--- src/rtl/pc_seq_pkg.sv ---
// Shared types and opcode constants for the PC sequencer.
package pc_seq_pkg;

    typedef enum logic [2:0] {
        StIdle,
        StFetch,
        StExec,
        StMem,
        StHalted
    } seq_state_t;

    localparam logic [2:0] OP_LD   = 3'b100;
    localparam logic [2:0] OP_ST   = 3'b101;
    localparam logic [2:0] OP_BRZ  = 3'b110;
    localparam logic [2:0] OP_HALT = 3'b111;

    // Opcodes 000..011 are ALU operations.
    function automatic logic is_alu(input logic [2:0] op);
        return (op[2] == 1'b0);
    endfunction

endpackage

--- src/rtl/pc_sequencer_if.sv ---
// Control bundle between the sequencer (master) and PC / ROM / data-memory side (slave).
interface pc_sequencer_if;
    logic        Start;
    logic [8:0]  Instr;
    logic [7:0]  PgmCtr;
    logic        ZeroFlag;
    logic        MemAck;
    logic        Inc;
    logic        BranchEn;
    logic [3:0]  Target;
    logic        MemReq;
    logic        MemWe;
    logic        RegWe;
    logic        Busy;
    logic        Done;
    logic        Fault;
    logic [15:0] RetireCnt;

    modport master (
        input  Start, Instr, PgmCtr, ZeroFlag, MemAck,
        output Inc, BranchEn, Target, MemReq, MemWe, RegWe, Busy, Done, Fault, RetireCnt
    );

    modport slave (
        output Start, Instr, PgmCtr, ZeroFlag, MemAck,
        input  Inc, BranchEn, Target, MemReq, MemWe, RegWe, Busy, Done, Fault, RetireCnt
    );
endinterface

--- src/rtl/seq_watchdog.sv ---
// Counts consecutive MEM-wait cycles; expired flags the cycle whose increment reaches MEM_TIMEOUT.
module seq_watchdog #(
    parameter int unsigned MEM_TIMEOUT = 15
) (
    input  logic Clk,
    input  logic Reset,
    input  logic clear,
    input  logic en,
    output logic expired
);
    localparam int unsigned CntW = $clog2(MEM_TIMEOUT + 1);
    localparam logic [CntW-1:0] MaxCnt  = CntW'(MEM_TIMEOUT);
    localparam logic [CntW-1:0] LastCnt = CntW'(MEM_TIMEOUT - 1);

    logic [CntW-1:0] r_cnt;

    always_ff @(posedge Clk) begin
        if (Reset || clear) begin
            r_cnt <= '0;
        end else if (en && (r_cnt != MaxCnt)) begin
            r_cnt <= r_cnt + 1'b1;
        end
    end

    // Combinational so the fault lands on the same edge the counter reaches the limit.
    assign expired = en && (r_cnt == LastCnt);

endmodule

--- src/rtl/pc_sequencer.sv ---
// Instruction-sequencing FSM: decodes opcodes, drives PC/regfile/memory strobes, counts retirements.
module pc_sequencer
    import pc_seq_pkg::*;
#(
    parameter logic [7:0]  LAST_PC     = 8'hFF,
    parameter int unsigned MEM_TIMEOUT = 15
) (
    input  logic           Clk,
    input  logic           Reset,
    pc_sequencer_if.master bus
);
    seq_state_t  r_state, w_state_nxt;
    logic        r_fault;
    logic        r_mem_st;
    logic [15:0] r_retire;

    logic [2:0]  w_op;
    logic        w_inc, w_br, w_memreq, w_memwe, w_regwe;
    logic [3:0]  w_target;
    logic        w_retire, w_wd_clear, w_wd_en, w_wd_expired, w_fault_set;

    assign w_op = bus.Instr[8:6];

    seq_watchdog #(
        .MEM_TIMEOUT(MEM_TIMEOUT)
    ) u_watchdog (
        .Clk    (Clk),
        .Reset  (Reset),
        .clear  (w_wd_clear),
        .en     (w_wd_en),
        .expired(w_wd_expired)
    );

    always_ff @(posedge Clk) begin
        if (Reset) begin
            r_state  <= StIdle;
            r_fault  <= 1'b0;
            r_mem_st <= 1'b0;
            r_retire <= '0;
        end else begin
            r_state <= w_state_nxt;
            if (w_fault_set) r_fault <= 1'b1;
            if (r_state == StExec) r_mem_st <= (w_op == OP_ST);
            if (w_retire && (r_retire != 16'hFFFF)) r_retire <= r_retire + 16'd1;
        end
    end

    always_comb begin
        w_state_nxt = r_state;
        w_inc       = 1'b0;
        w_br        = 1'b0;
        w_target    = 4'h0;
        w_memreq    = 1'b0;
        w_memwe     = 1'b0;
        w_regwe     = 1'b0;
        w_retire    = 1'b0;
        w_wd_clear  = 1'b0;
        w_wd_en     = 1'b0;
        w_fault_set = 1'b0;

        unique case (r_state)
            StIdle: begin
                if (bus.Start) w_state_nxt = StFetch;
            end
            StFetch: w_state_nxt = StExec;
            StExec: begin
                w_target = bus.Instr[3:0];
                if (is_alu(w_op)) begin
                    w_regwe     = 1'b1;
                    w_inc       = 1'b1;
                    w_retire    = 1'b1;
                    w_state_nxt = StFetch;
                end else begin
                    unique case (w_op)
                        OP_BRZ: begin
                            w_br        = bus.ZeroFlag;
                            w_inc       = !bus.ZeroFlag;
                            w_retire    = 1'b1;
                            w_state_nxt = StFetch;
                        end
                        OP_LD, OP_ST: begin
                            w_memreq    = 1'b1;
                            w_memwe     = (w_op == OP_ST);
                            w_wd_clear  = 1'b1;
                            w_state_nxt = StMem;
                        end
                        default: begin
                            w_retire    = 1'b1;
                            w_state_nxt = StHalted;
                        end
                    endcase
                end
            end
            StMem: begin
                w_memreq = 1'b1;
                w_memwe  = r_mem_st;
                if (bus.MemAck) begin
                    w_inc       = 1'b1;
                    w_regwe     = !r_mem_st;
                    w_retire    = 1'b1;
                    w_state_nxt = StFetch;
                end else begin
                    w_wd_en = 1'b1;
                    if (w_wd_expired) begin
                        w_fault_set = 1'b1;
                        w_state_nxt = StHalted;
                    end
                end
            end
            StHalted: w_state_nxt = StHalted;
            default:  w_state_nxt = StIdle;
        endcase

        // Retiring the last instruction ends the program unless it branched away.
        if (w_retire && (bus.PgmCtr == LAST_PC) && !w_br) w_state_nxt = StHalted;
    end

    assign bus.Inc       = w_inc;
    assign bus.BranchEn  = w_br;
    assign bus.Target    = w_target;
    assign bus.MemReq    = w_memreq;
    assign bus.MemWe     = w_memwe;
    assign bus.RegWe     = w_regwe;
    assign bus.Busy      = (r_state == StFetch) || (r_state == StExec) || (r_state == StMem);
    assign bus.Done      = (r_state == StHalted);
    assign bus.Fault     = r_fault;
    assign bus.RetireCnt = r_retire;

endmodule

--- src/flat_wrapper.sv ---
// flat-port wrapper written by rule: the top's interface ports become plain ports
module pc_sequencer_flat import pc_seq_pkg::*;
#(
    parameter logic [7:0]  LAST_PC     = 8'hFF,
    parameter int unsigned MEM_TIMEOUT = 15
)
  (Clk, Reset, bus_Start, bus_Instr, bus_PgmCtr, bus_ZeroFlag, bus_MemAck, bus_Inc, bus_BranchEn, bus_Target, bus_MemReq, bus_MemWe, bus_RegWe, bus_Busy, bus_Done, bus_Fault, bus_RetireCnt);
  pc_sequencer_if bus_i ();
  input  logic Clk;
  input  logic Reset;
  input wire logic [$bits(bus_i.Start)-1:0] bus_Start;
  input wire logic [$bits(bus_i.Instr)-1:0] bus_Instr;
  input wire logic [$bits(bus_i.PgmCtr)-1:0] bus_PgmCtr;
  input wire logic [$bits(bus_i.ZeroFlag)-1:0] bus_ZeroFlag;
  input wire logic [$bits(bus_i.MemAck)-1:0] bus_MemAck;
  output wire logic [$bits(bus_i.Inc)-1:0] bus_Inc;
  output wire logic [$bits(bus_i.BranchEn)-1:0] bus_BranchEn;
  output wire logic [$bits(bus_i.Target)-1:0] bus_Target;
  output wire logic [$bits(bus_i.MemReq)-1:0] bus_MemReq;
  output wire logic [$bits(bus_i.MemWe)-1:0] bus_MemWe;
  output wire logic [$bits(bus_i.RegWe)-1:0] bus_RegWe;
  output wire logic [$bits(bus_i.Busy)-1:0] bus_Busy;
  output wire logic [$bits(bus_i.Done)-1:0] bus_Done;
  output wire logic [$bits(bus_i.Fault)-1:0] bus_Fault;
  output wire logic [$bits(bus_i.RetireCnt)-1:0] bus_RetireCnt;
  assign bus_i.Start = bus_Start;
  assign bus_i.Instr = bus_Instr;
  assign bus_i.PgmCtr = bus_PgmCtr;
  assign bus_i.ZeroFlag = bus_ZeroFlag;
  assign bus_i.MemAck = bus_MemAck;
  assign bus_Inc = bus_i.Inc;
  assign bus_BranchEn = bus_i.BranchEn;
  assign bus_Target = bus_i.Target;
  assign bus_MemReq = bus_i.MemReq;
  assign bus_MemWe = bus_i.MemWe;
  assign bus_RegWe = bus_i.RegWe;
  assign bus_Busy = bus_i.Busy;
  assign bus_Done = bus_i.Done;
  assign bus_Fault = bus_i.Fault;
  assign bus_RetireCnt = bus_i.RetireCnt;
  pc_sequencer #(.LAST_PC(LAST_PC), .MEM_TIMEOUT(MEM_TIMEOUT)) u_core (.Clk(Clk), .Reset(Reset), .bus(bus_i));
endmodule
--- config.mk ---
export PLATFORM = sky130hd
export DESIGN_NAME = pc_sequencer_flat
export DESIGN_NICKNAME = d
export VERILOG_FILES = /design/src/rtl/pc_seq_pkg.sv /design/src/rtl/pc_sequencer_if.sv /design/src/rtl/seq_watchdog.sv /design/src/rtl/pc_sequencer.sv /design/src/flat_wrapper.sv
export SDC_FILE = /design/constraint.sdc
export NUM_CORES = 1
export LEC_CHECK = 0
export ABC_CLOCK_PERIOD_IN_PS = 2150
export BUFFER_PORTS_ARGS = -buffer_cell sky130_fd_sc_hd__buf_2
export CAP_MARGIN = 10
export CORE_UTILIZATION = 40
export DETAILED_ROUTE_END_ITERATION = 16
export PLACE_DENSITY = 0.69
export SLEW_MARGIN = 10
export SYNTH_ARGS = -nofsm -noshare
export SYNTH_HDL_FRONTEND = slang
export SYNTH_SLANG_ARGS = --single-unit
--- constraint.sdc ---
create_clock -name Clk -period 2.15 [get_ports Clk]
set_clock_uncertainty 0.15 [all_clocks]
set_input_delay 0.1075 -clock Clk [delete_from_list [all_inputs] [get_ports Clk]]
set_output_delay 0.1075 -clock Clk [all_outputs]
set_load 0.05 [all_outputs]
Yosys cells after proc, flatten, opt, wreduce, memory -nomap -nowiden --
Index checks and enable logic that the tools add are counted.
Word-level totals: register bits 25, input bits 22, output and inout port bits 28, logic and storage cells 72
Operators by class: add/subtract/negate cells 2, eq/ne operators 15, muxes and demuxes 33, reductions and logical operators 16
Operators by type and width (count):
- 1-bit two-way mux | 20
- 16-bit by 1-bit adder with 16-bit output (second input constant) | 1
- 16-bit inequality test (second input constant) | 1
- 3-bit two-way mux | 5
- 3-bit case mux with 5 select lines | 1
- 3-bit equality test (second input constant) | 4
- 1-bit case mux with 2 select lines | 5
- 8-bit equality test (second input constant) | 1
- 3-bit by 2-bit equality test with 1-bit output (second input constant) | 2
- 3-bit case mux with 2 select lines | 1
- 1-bit logical AND | 5
- 4-bit by 1-bit adder with 4-bit output (second input constant) | 1
- 4-bit equality test (second input constant) | 1
- 4-bit two-way mux | 1
- 4-bit by 3-bit inequality test with 1-bit output (second input constant) | 1
- 4-bit inequality test (second input constant) | 1
- 2-bit AND reduction | 2
- 2-bit OR reduction | 2
- 3-bit by 1-bit equality test with 1-bit output (second input constant) | 1
- 1-bit logical NOT | 3
- 3-bit logical NOT | 1
- 1-bit logical OR | 3
- 3-bit by 2-bit inequality test with 1-bit output (second input constant) | 1
- 3-bit inequality test (second input constant) | 1
- 2-bit inequality test (second input constant) | 1

Longest topological paths before layout --
Gate-level depths: netlist (run 1).
word-level depth 9, depth in mapped cells 6, mapped depth without buffers 5

Cells and area by module --
From an unflattened synthesis (run 1), not the netlist that was laid out.
Second synthesis, totals: cells, all modules 171, area, all modules 1485.2 µm²
Modules (own cells, without submodules):
- pc_sequencer | times used 1, cells an instance 149, area each 1268.7 µm², sequential area each 420.4 µm²
- seq_watchdog | times used 1, cells an instance 22, area each 216.5 µm², sequential area each 80.1 µm²

Worst setup path after synthesis (run 1) --
OpenSTA, ideal clock, no wires.
path kind reg-to-reg, start reg u_core.r_retire[0], in the netlist u_core.bus.RetireCnt[0], end reg u_core.r_retire[12], in the netlist u_core.bus.RetireCnt[12], setup time 121 ps, arrival time 2193 ps, slack -314 ps, cell stages (with the launch flop) 7, path buffers 1, clock period less this slack 2464 ps, path through dfxtp_1 ha_1 nand2_1 or4_4 buf_6 nor4_1 mux2_2
Between the ends: word-level cells in the longest chain between the ends 2
RTL lines:
- from (decl) | RTL line pc_sequencer.sv:15 | logic [15:0] r_retire;
- from (signal assigned) | RTL line pc_sequencer.sv:44 | if (w_retire && (r_retire != 16'hFFFF)) r_retire <= r_retire + 16'd1;
- parallel branches: the longest is 2 deep, another holds 16-bit by 1-bit adder with 16-bit output
Parallel ways; which one is timed is not known. A chain may end at the register's enable or synchronous reset.

Worst setup path after layout (run 1) --
start reg u_core.r_retire[0], in the netlist u_core.bus.RetireCnt[0], end reg u_core.r_retire[6], in the netlist u_core.bus.RetireCnt[6]
Same word-level chain as after synthesis.

==> results of run 1 <==
==> worst max-delay path, stage by stage, from the launching register on <==
cell and delay [ps]:
dfxtp_4 390, ha_2 190, nand2_1 90, or4_2 630
or3_1 380, a21oi_1 150
==> cell usage in the layout (no fill, tap or decap), types with 3 or more instances in the layout <==
master	netlist	final
o31ai_1	7	7
nor4_1	5	3
nor2_1	19	19
nor2b_1	6	6
mux2_2	3	3
or4_1	8	8
o21ai_0	4	4
nand2_1	7	7
nand4_1	7	7
dfxtp_2	0	8
and2_1	6	6
buf_2	1	47
or3_1	4	4
nand3_1	12	12
a21oi_1	19	19
dfxtp_1	25	15
buf_4	0	12
clkbuf_4	0	3
nor3_1	3	3
inv_1	5	5
==> cell families (layout without fill, tap and decap cells) <==
| logic type | after synthesis | in the layout | share of synthesized area (%) |
|---|---|---|---|
| AO/OA/AOI/OAI | 42 | 42 | 18.1 |
| adder cells (fa/ha/maj) | 3 | 3 | 2.58 |
| buffers and inverters | 13 | 70 | 4.47 |
| flip-flops | 25 | 25 | 34.4 |
| multiplexers | 3 | 3 | 2.32 |
| AND/OR/NAND/NOR | 92 | 93 | 36.4 |
| XOR/XNOR | 3 | 3 | 1.81 |
==> layout make-up <==
type,count,area [um2]
fill,337,1520
multi-input combinational,144,925
sequential,25,518
timing repair buffer,61,345
tap,46,57.6
clock buffer,3,22.5
inverter,5,18.8
clock inverter,1,5.00
==> layer usage <==
metal	share of wire (%)	up-vias
met2	48	26
met5	0	-
met3	3.4	4
met4	1.0	0
met1	48	709
li1	-	799
==> stage by stage <==
stage / cell area [um2] / hold slack [ps] / worst slack (ps) / std cells
after floorplan: 1490 / 105 / -25.5 / 181
after global placement: 1810 / 257 / 108 / 277
after detailed placement: 1810 / 268 / 77.5 / 277
after CTS: 1850 / 5.91 / 62.1 / 282
after global routing: 1890 / 58.5 / -1.21 / 285
final: 1890 / 27.8 / 100 / 285
==> worst max path at each step <==
stage / startpoint / to / slack (ps) / depth (start not counted)
floorplan: u_core.r_state[2]$_SDFFE_PP0P_ / u_core.bus.RetireCnt[12]$_SDFFE_PP0P_ / -30 / 6
global placement: u_core.bus.RetireCnt[0]$_SDFFE_PP0P_ / u_core.bus.RetireCnt[12]$_SDFFE_PP0P_ / 110 / 5
CTS: u_core.bus.RetireCnt[0]$_SDFFE_PP0P_ / u_core.bus.RetireCnt[12]$_SDFFE_PP0P_ / 60 / 5
finish: u_core.bus.RetireCnt[0]$_SDFFE_PP0P_ / u_core.bus.RetireCnt[6]$_SDFFE_PP0P_ / 100 / 5
global route: u_core.bus.RetireCnt[0]$_SDFFE_PP0P_ / u_core.bus.RetireCnt[6]$_SDFFE_PP0P_ / -1 / 5
detailed placement: u_core.bus.RetireCnt[0]$_SDFFE_PP0P_ / u_core.bus.RetireCnt[12]$_SDFFE_PP0P_ / 80 / 5
==> power by group through the flow <==
stage | clock (mW) | combinational [mW] | sequential (mW)
after floorplan | 0 | 0.0887 | 0.489
after detailed placement | 0 | 0.144 | 0.482
final | 0.210 | 0.151 | 0.472
after global placement | 0 | 0.144 | 0.482
after CTS | 0.217 | 0.146 | 0.472
after global routing | 0.235 | 0.163 | 0.474
==> flip-flops by register name (all words and copies together) (netlist names) <==
register / cells
u_core.bus.RetireCnt: 16
u_core.u_watchdog.r_cnt: 4
u_core.r_state: 3
u_core.bus.Fault: 1
u_core.r_mem_st: 1
==> timing repair <==
action | 4_1_cts | 5_1_grt
buffers inserted | 0 | 1
setup endpoints to repair | 0 | 9
resized for setup | 0 | 3
hold endpoints to repair | 1 | 1
hold buffers | 1 | 1
==> flow_summary_export.csv, run 1 <==
group,metric,value,unit
route,routedWlPerCell,12.4,um
run_status,status,"finished, final reports clean",
die,die_x,62.3,um
place,portBuffers,47,
route,wirelength,3.53,mm
logic_synthesis,synth_area,1460,um2
final_layout,nets,265,
cts,clkTransAtPathRegs,140,ps
setup_path,critPathCaptureType,"flop",
logic_synthesis,syn_area_per_cell,8.04,um2
place,place_congestion,0.812,
route,vias,1538,
logic_synthesis,netlist.area_leader.share,34.4,%
die,initial_core_util,42.6,%
global_route,gr-usage-met3,4.60,%
global_route,antenna_found_initial,0,
setup_path,arrival,2150,ps
power_and_ir_drop,power,0.833,mW
logic_synthesis,ys_warn_count,0,
place,hpwlAfterDp,2.48,mm
timing,slew_violations,0,
hold_path,hp-class,"in2reg",
setup_path,r2r-start,"u_core.bus.RetireCnt[0]$_SDFFE_PP0P_",
global_route,busiest_layer,"met2",
route,drt_iter0_drc,52,
logic_synthesis,yosysMostFrequentCell,"dfxtp_1",
cts,clock-sinks,25,
global_route,grt_pass1_vias,1343,
timing,fmax,0.488,GHz
power_and_ir_drop,clkPwrFrac,25.2,%
logic_synthesis,synth_flop_cell,"dfxtp_1",
logic_synthesis,ys_top_cells_by_area,"dfxtp_1, a21oi_1, nor2_1",
power_and_ir_drop,pwr-share-comb,18.1,%
setup_path,cp_max_fo,5,
final_layout,final_core_util,55.4,%
setup_path,critPathLaunchType,"flop",
cts,tritoncts,"done",
timing,timing.slew.headroom,60.9,%
power_and_ir_drop,seq_power_share,56.7,%
power_and_ir_drop,switchingPower,0.239,mW
setup_path,worstRegToRegCells,5,
timing,min_period_over_period,95.3,%
logic_synthesis,synth-seq-cells,25,
global_route,grt_remaining_overflow,0,
global_route,grt_use_met2,31.6,%
die,die_area,3880,um2
setup_path,r2r_slack,100,ps
cts,htreeDepth,1,
timing,hold_viol,0,
setup_path,r2r-end,"u_core.bus.RetireCnt[6]$_SDFFE_PP0P_",
route,drc,0,
cts,cts_root_buffer,"clkbuf_4",
logic_synthesis,synth_nets,206,
power_and_ir_drop,p_leak,0.756,nW
cts,cts_made_buffers,3,
die,core-area,3420,um2
die,fp-row-count,21,
logic_synthesis,synthTopCellsByCount,"dfxtp_1, a21oi_1, nor2_1",
run,maxCapViolations,0,
cts,clk_latency,320,ps
logic_synthesis,synth_cell_types,43,
route,firstDrtPassIters,4,
route,final_antenna_net_count,0,
global_route,grt_max_degree,25,
timing,setup_viol,0,
global_route,grt_use_total,17.8,%
setup_path,worstSetupPathType,"reg2reg",
timing,period_minus_slack,2050,ps
cts,clockBufferDepth,2,
timing,tightest_slew,586,ps
setup_path,required,2250,ps
global_route,use_met1,21.5,%
power_and_ir_drop,switching_share,28.7,%
final_layout,layout-drive-gt1-share,36.8,%
route,vias_per_cell,5.40,
die,die_h,62.3,um
power_and_ir_drop,irDropWorstVdd,304,uV
logic_synthesis,syn_inst,181,
hold_path,min_delay_worst_endpoint,"u_core.r_mem_st$_SDFFE_PP0P_",
logic_synthesis,async_flop_share,0,%
logic_synthesis,synth_top_area_cell,"dfxtp_1",
timing,tns,0,ps
final_layout,synthToLayoutAreaGrowth,30.0,%
die,io_pins,50,
hold_path,worstHoldStart,"bus_Instr[7]",
logic_synthesis,synth_enable_flop_cells,0,
hold_path,min_delay_path_depth,4,
power_and_ir_drop,p_int,0.593,mW
global_route,grt_pass1_wl,5.71,mm
power_and_ir_drop,powerDensity,440,nW/um2
final_layout,antennaDiodeCount,0,
logic_synthesis,ys_seq_area_share,34.4,%
(Power assumes the default switching activity.)
==> inputs of run 2 (changes only) <==
--- a/config.mk
+++ b/config.mk
@@ -8,9 +8,9 @@
 export ABC_CLOCK_PERIOD_IN_PS = 2150
 export BUFFER_PORTS_ARGS = -buffer_cell sky130_fd_sc_hd__buf_2
 export CAP_MARGIN = 10
-export CORE_UTILIZATION = 40
+export CORE_UTILIZATION = 45
 export DETAILED_ROUTE_END_ITERATION = 16
-export PLACE_DENSITY = 0.69
+export PLACE_DENSITY = 0.76
 export SLEW_MARGIN = 10
 export SYNTH_ARGS = -nofsm -noshare
 export SYNTH_HDL_FRONTEND = slang
==> flow_summary_export.csv, run 2 (same netlist as run 1, synthesis figures left out) <==
group,metric,value,unit
run_status,status,"finished, final reports clean",
hold_path,hp-class,"in2reg",
setup_path,critPathCaptureType,"flop",
cts,clockBufferDepth,2,
setup_path,r2r-start,"u_core.r_state[2]$_SDFFE_PP0P_",
power_and_ir_drop,irDropWorstVdd,400,uV
power_and_ir_drop,switchingPower,0.229,mW
die,io_pins,50,
die,die_h,58.9,um
setup_path,r2r-end,"u_core.bus.RetireCnt[12]$_SDFFE_PP0P_",
route,firstDrtPassIters,4,
power_and_ir_drop,p_leak,0.741,nW
place,hpwlAfterDp,2.50,mm
die,die_x,58.9,um
power_and_ir_drop,seq_power_share,57.3,%
cts,htreeDepth,1,
route,vias,1524,
die,die_area,3470,um2
global_route,grt_pass1_wl,5.74,mm
power_and_ir_drop,pwr-share-comb,17.7,%
timing,slew_violations,0,
power_and_ir_drop,clkPwrFrac,25.0,%
final_layout,largest_reg_flops,16,
die,fp-row-count,20,
setup_path,cp_max_fo,12,
timing,timing.slew.headroom,63.6,%
die,initial_core_util,47.7,%
timing,period_minus_slack,2040,ps
route,vias_per_cell,5.46,
die,core-area,3050,um2
setup_path,critPathLaunchType,"flop",
global_route,grt_pass1_vias,1337,
timing,tightest_slew,541,ps
route,drt_iter0_drc,102,
route,routedWlPerCell,11.9,um
timing,fmax,0.490,GHz
final_layout,layout_common_cells,"buf_2, nor2_1, a21oi_1",
setup_path,worstRegToRegCells,4,
place,place_congestion,0.777,
final_layout,antennaDiodeCount,0,
cts,clkTransAtPathRegs,140,ps
power_and_ir_drop,powerDensity,443,nW/um2
global_route,grt_max_degree,25,
setup_path,required,2210,ps
final_layout,layout-drive-gt1-share,35.3,%
setup_path,r2r_slack,110,ps
global_route,grt_remaining_overflow,0,
place,portBuffers,47,
setup_path,worstPathCellList,"nand2b_1 -> or4_4 -> nor4_2 -> mux2_2",
hold_path,min_delay_path_depth,4,
hold_path,worstHoldStart,"bus_Instr[7]",
cts,clock-sinks,25,
final_layout,nets,261,
cts,cts_root_buffer,"clkbuf_4",
power_and_ir_drop,power,0.823,mW
power_and_ir_drop,switching_share,27.8,%
place,placedInstanceArea,1800,um2
setup_path,cp_slowest_stage_delay,640,ps
global_route,grt_use_total,20.8,%
timing,min_period_over_period,94.9,%
setup_path,arrival,2100,ps
cts,clk_latency,320,ps
power_and_ir_drop,p_int,0.594,mW
setup_path,cpMaxStageDelayCell,"or4_4",
final_layout,fill_cells,292,
cts,cts_made_buffers,3,
global_route,antenna_found_initial,0,
final_layout,layout_commonest_cell,"buf_2",
timing,hold_viol,0,
final_layout,synthToLayoutAreaGrowth,27.7,%
cts,tritoncts,"done",
final_layout,fin_area,1860,um2
run,maxCapViolations,0,
timing,setup_viol,0,
setup_path,worstSetupPathType,"reg2reg",
route,wirelength,3.32,mm
timing,rsz0062_at_grt,"no",
hold_path,min_delay_worst_endpoint,"u_core.r_mem_st$_SDFFE_PP0P_",
route,drc,0,
route,final_antenna_net_count,0,
cts,post_cts_buffers,0,
-- run 2: changes by cell type in the layout (fill, tap and decap cells not counted) --
| cell | change |
|---|---|
| a21oi_1 | -1 |
| a21oi_2 | +1 |
| buf_4 | -3 |
| clkbuf_1 | +1 |
| clkinv_2 | -1 |
| ha_1 | +1 |
| ha_2 | -1 |
| or4_2 | -1 |
-- run 2: cell type report --
class / count / area, um2 / share of cell area (%)
inverter: 5 / 18.8 / 1.01
tap: 44 / 55.1 / 2.96
sequential: 25 / 518 / 27.9
timing repair buffer: 58 / 323 / 17.4
multi-input combinational: 143 / 917 / 49.4
clock buffer: 4 / 26.3 / 1.41
-- run 2: how the worst max path moves through the flow --
stage	slack (ps)	depth (start not counted)	endpoint	start
2_1_floorplan	-30	6	u_core.bus.RetireCnt[12]$_SDFFE_PP0P_	u_core.r_state[2]$_SDFFE_PP0P_
3_5_place_dp	80	4	u_core.bus.RetireCnt[12]$_SDFFE_PP0P_	u_core.r_state[2]$_SDFFE_PP0P_
6_report	110	4	u_core.bus.RetireCnt[12]$_SDFFE_PP0P_	u_core.r_state[2]$_SDFFE_PP0P_
5_1_grt	9	5	u_core.bus.RetireCnt[12]$_SDFFE_PP0P_	u_core.bus.RetireCnt[1]$_SDFFE_PP0P_
4_1_cts	30	5	bus_Target[0]	u_core.r_state[0]$_SDFFE_PP0P_
3_3_place_gp	120	5	u_core.bus.RetireCnt[12]$_SDFFE_PP0P_	u_core.bus.RetireCnt[0]$_SDFFE_PP0P_
-- run 2: through the flow --
step	TNS, ps	setup slack (ps)	hold WS (ps)	util (%)	instances
floorplan	-97.5	-25.5	105	-	181
global placement	0	119	251	58.9	273
detailed placement	0	80.2	255	58.9	273
CTS	0	34.2	5.59	60.4	279
global route	0	9.48	35.8	60.9	279
finish	0	109	17.7	60.9	279
-- run 2: power groups by stage --
| stage | Combinational [mW] | Clock, mW | Sequential [mW] |
|---|---|---|---|
| global route | 0.158 | 0.234 | 0.473 |
| CTS | 0.145 | 0.218 | 0.472 |
| finish | 0.146 | 0.206 | 0.472 |
| global placement | 0.140 | 0 | 0.482 |
| detailed placement | 0.142 | 0 | 0.482 |
| floorplan | 0.0887 | 0 | 0.489 |
-- run 2: worst max-delay path: cells and delay by family, from the launching register on --
kind	cells	cell delay, ps
flip-flops	1	330
multiplexers	1	360
AND/OR/NAND/NOR	3	1110
-- run 2: repair_timing --
| item | CTS | global route |
|---|---|---|
| gates resized for setup | 0 | 3 |
| endpoints found under the hold margin | 2 | 0 |
| hold buffers | 2 | 0 |
| setup endpoints to repair | 0 | 8 |
-- run 2: metal layers --
metal | global-route usage, % | vias to the layer above | routed length, um
met3 | 4.18 | 2 | 98
met4 | 3.74 | 0 | 10
met5 | 0 | - | 0
met2 | 36.2 | 28 | 1670
li1 | - | 793 | -
met1 | 26.8 | 701 | 1550
==> inputs of run 3 (changes only) <==
--- a/config.mk
+++ b/config.mk
@@ -6,11 +6,11 @@
 export NUM_CORES = 1
 export LEC_CHECK = 0
 export ABC_CLOCK_PERIOD_IN_PS = 2150
-export BUFFER_PORTS_ARGS = -buffer_cell sky130_fd_sc_hd__buf_2
 export CAP_MARGIN = 10
-export CORE_UTILIZATION = 45
+export CORE_UTILIZATION = 56
 export DETAILED_ROUTE_END_ITERATION = 16
-export PLACE_DENSITY = 0.76
+export DONT_BUFFER_PORTS = 1
+export PLACE_DENSITY = 0.74
 export SLEW_MARGIN = 10
 export SYNTH_ARGS = -nofsm -noshare
 export SYNTH_HDL_FRONTEND = slang
==> flow_summary_export.csv, run 3 (same netlist as run 1, synthesis figures left out) <==
group,metric,value,unit
cts,cts_root_buffer,"clkbuf_4",
route,drt_iter0_drc,14,
place,place_inst,239,
timing,min_period_over_period,97.2,%
power_and_ir_drop,p_leak,0.688,nW
final_layout,stdcell_count,254,
setup_path,required,2240,ps
final_layout,layout-drive-gt1-share,27.7,%
final_layout,synthToLayoutAreaGrowth,29.9,%
cts,cts_made_buffers,3,
timing,setup_viol,0,
final_layout,largest_reg_flops,16,
global_route,grt_pass1_vias,1359,
setup_path,critPathLaunchType,"flop",
setup_path,worstPathCellList,"nand2b_1 -> or4_4 -> or4_1 -> a21oi_1",
route,vias_per_cell,6.02,
global_route,grt_max_degree,25,
timing,fmax,0.478,GHz
final_layout,fin_area,1890,um2
die,die_x,53.0,um
cts,clk_latency,320,ps
route,wirelength,3.67,mm
die,io_pins,50,
route,routedWlPerCell,14.4,um
route,vias,1528,
run,maxCapViolations,0,
global_route,antenna_found_initial,0,
run_status,status,"finished, final reports clean",
setup_path,crit_family,"simple AND/OR/NAND/NOR gates",
timing,period_minus_slack,2090,ps
power_and_ir_drop,powerDensity,442,nW/um2
timing,tightest_slew,912,ps
setup_path,arrival,2180,ps
final_layout,nets,250,
global_route,grt_pass1_wl,5.61,mm
cts,clockBufferDepth,2,
route,firstDrtPassIters,5,
die,core-area,2450,um2
cts,clock-sinks,25,
power_and_ir_drop,power,0.835,mW
die,die_area,2810,um2
cts,clkTransAtPathRegs,150,ps
setup_path,cp_slowest_stage_delay,630,ps
global_route,grt_use_total,26.7,%
final_layout,layout_common_cells,"buf_4, nor2_1, a21oi_1",
final_layout,fill_cells,187,
place,portBuffers,0,
place,placedInstanceArea,1750,um2
cts,post_cts_buffers,0,
setup_path,cp_max_fo,12,
place,hpwlAfterDp,2.66,mm
hold_path,hp-class,"in2reg",
cts,htreeDepth,1,
final_layout,layout_commonest_cell,"buf_4",
setup_path,cpMaxStageDelayCell,"or4_4",
global_route,grt_remaining_overflow,0,
power_and_ir_drop,irDropWorstVdd,355,uV
timing,rsz0062_at_grt,"no",
route,final_antenna_net_count,0,
final_layout,antennaDiodeCount,0,
timing,timing.slew.headroom,39.0,%
die,die_h,53.0,um
timing,tns,0,ps
cts,tritoncts,"done",
route,drc,0,
timing,hold_viol,0,
place,place_congestion,0.777,
setup_path,worstSetupPathType,"reg2reg",
die,fp-row-count,18,
setup_path,critPathCaptureType,"flop",
die,initial_core_util,59.3,%
setup_path,critPathBufInv,0,
timing,slew_violations,0,
==> run 3: worst paths after layout <==
| check | start | endpoint | slack, ps | cells after the start |
|---|---|---|---|---|
| max | u_core.r_state[2]$_SDFFE_PP0P_ | u_core.bus.RetireCnt[8]$_SDFFE_PP0P_ | 60 | 4 |
| min | bus_Instr[8] | u_core.r_state[1]$_SDFFE_PP0P_ | 20 | 3 |
| max reg2reg | u_core.r_state[2]$_SDFFE_PP0P_ | u_core.bus.RetireCnt[8]$_SDFFE_PP0P_ | 60 | 4 |
| min reg2reg | u_core.bus.RetireCnt[15]$_SDFFE_PP0P_ | u_core.bus.RetireCnt[15]$_SDFFE_PP0P_ | 380 | 2 |
==> run 3: report_power, final <==
| group | switching [mW] | internal, mW | leakage [nW] |
|---|---|---|---|
| Clock | 0.147 | 0.0695 | 0.0177 |
| Sequential | 0.00392 | 0.467 | 0.208 |
| Combinational | 0.0867 | 0.0602 | 0.463 |
| Total | 0.238 | 0.597 | 0.688 |
==> run 3: tightest hold or removal path, delay by kind of cell <==
kind | cells | cell delay, ps
AO/OA/AOI/OAI | 1 | 190
AND/OR/NAND/NOR | 2 | 170
==> run 3: stage by stage <==
step                util (%)  hold slack, ps  setup WS [ps]
floorplan                  -             105          -25.5
global placement        71.2            21.3            130
detailed placement      71.2            22.4           96.6
CTS                     76.8            2.54           64.2
global route            77.0            35.1           18.1
finish                  77.0            23.5           59.5
==> run 3: what timing repair did <==
action | CTS | global route
endpoints found under the setup margin | 0 | 1
hold buffers | 11 | 0
resized for setup | 0 | 1
endpoints found under the hold margin | 25 | 0
==> run 3: cell type report <==
type / count / area, um2 / share of cell area (%)
clock inverter: 1 / 5.00 / 0.265
tap: 30 / 37.5 / 1.99
clock buffer: 3 / 22.5 / 1.19
multi-input combinational: 143 / 908 / 48.0
timing repair buffer: 47 / 380 / 20.1
inverter: 5 / 18.8 / 0.993
sequential: 25 / 518 / 27.4
==> run 3: per-layer routing <==
layer / track usage [%] / share of wire [%] / vias to the layer above
met5: 0 / 0 / -
met4: 4.82 / 0.85 / 0
met3: 4.02 / 5.2 / 4
met2: 51.5 / 51 / 50
met1: 30.5 / 43 / 703
li1: - / - / 771
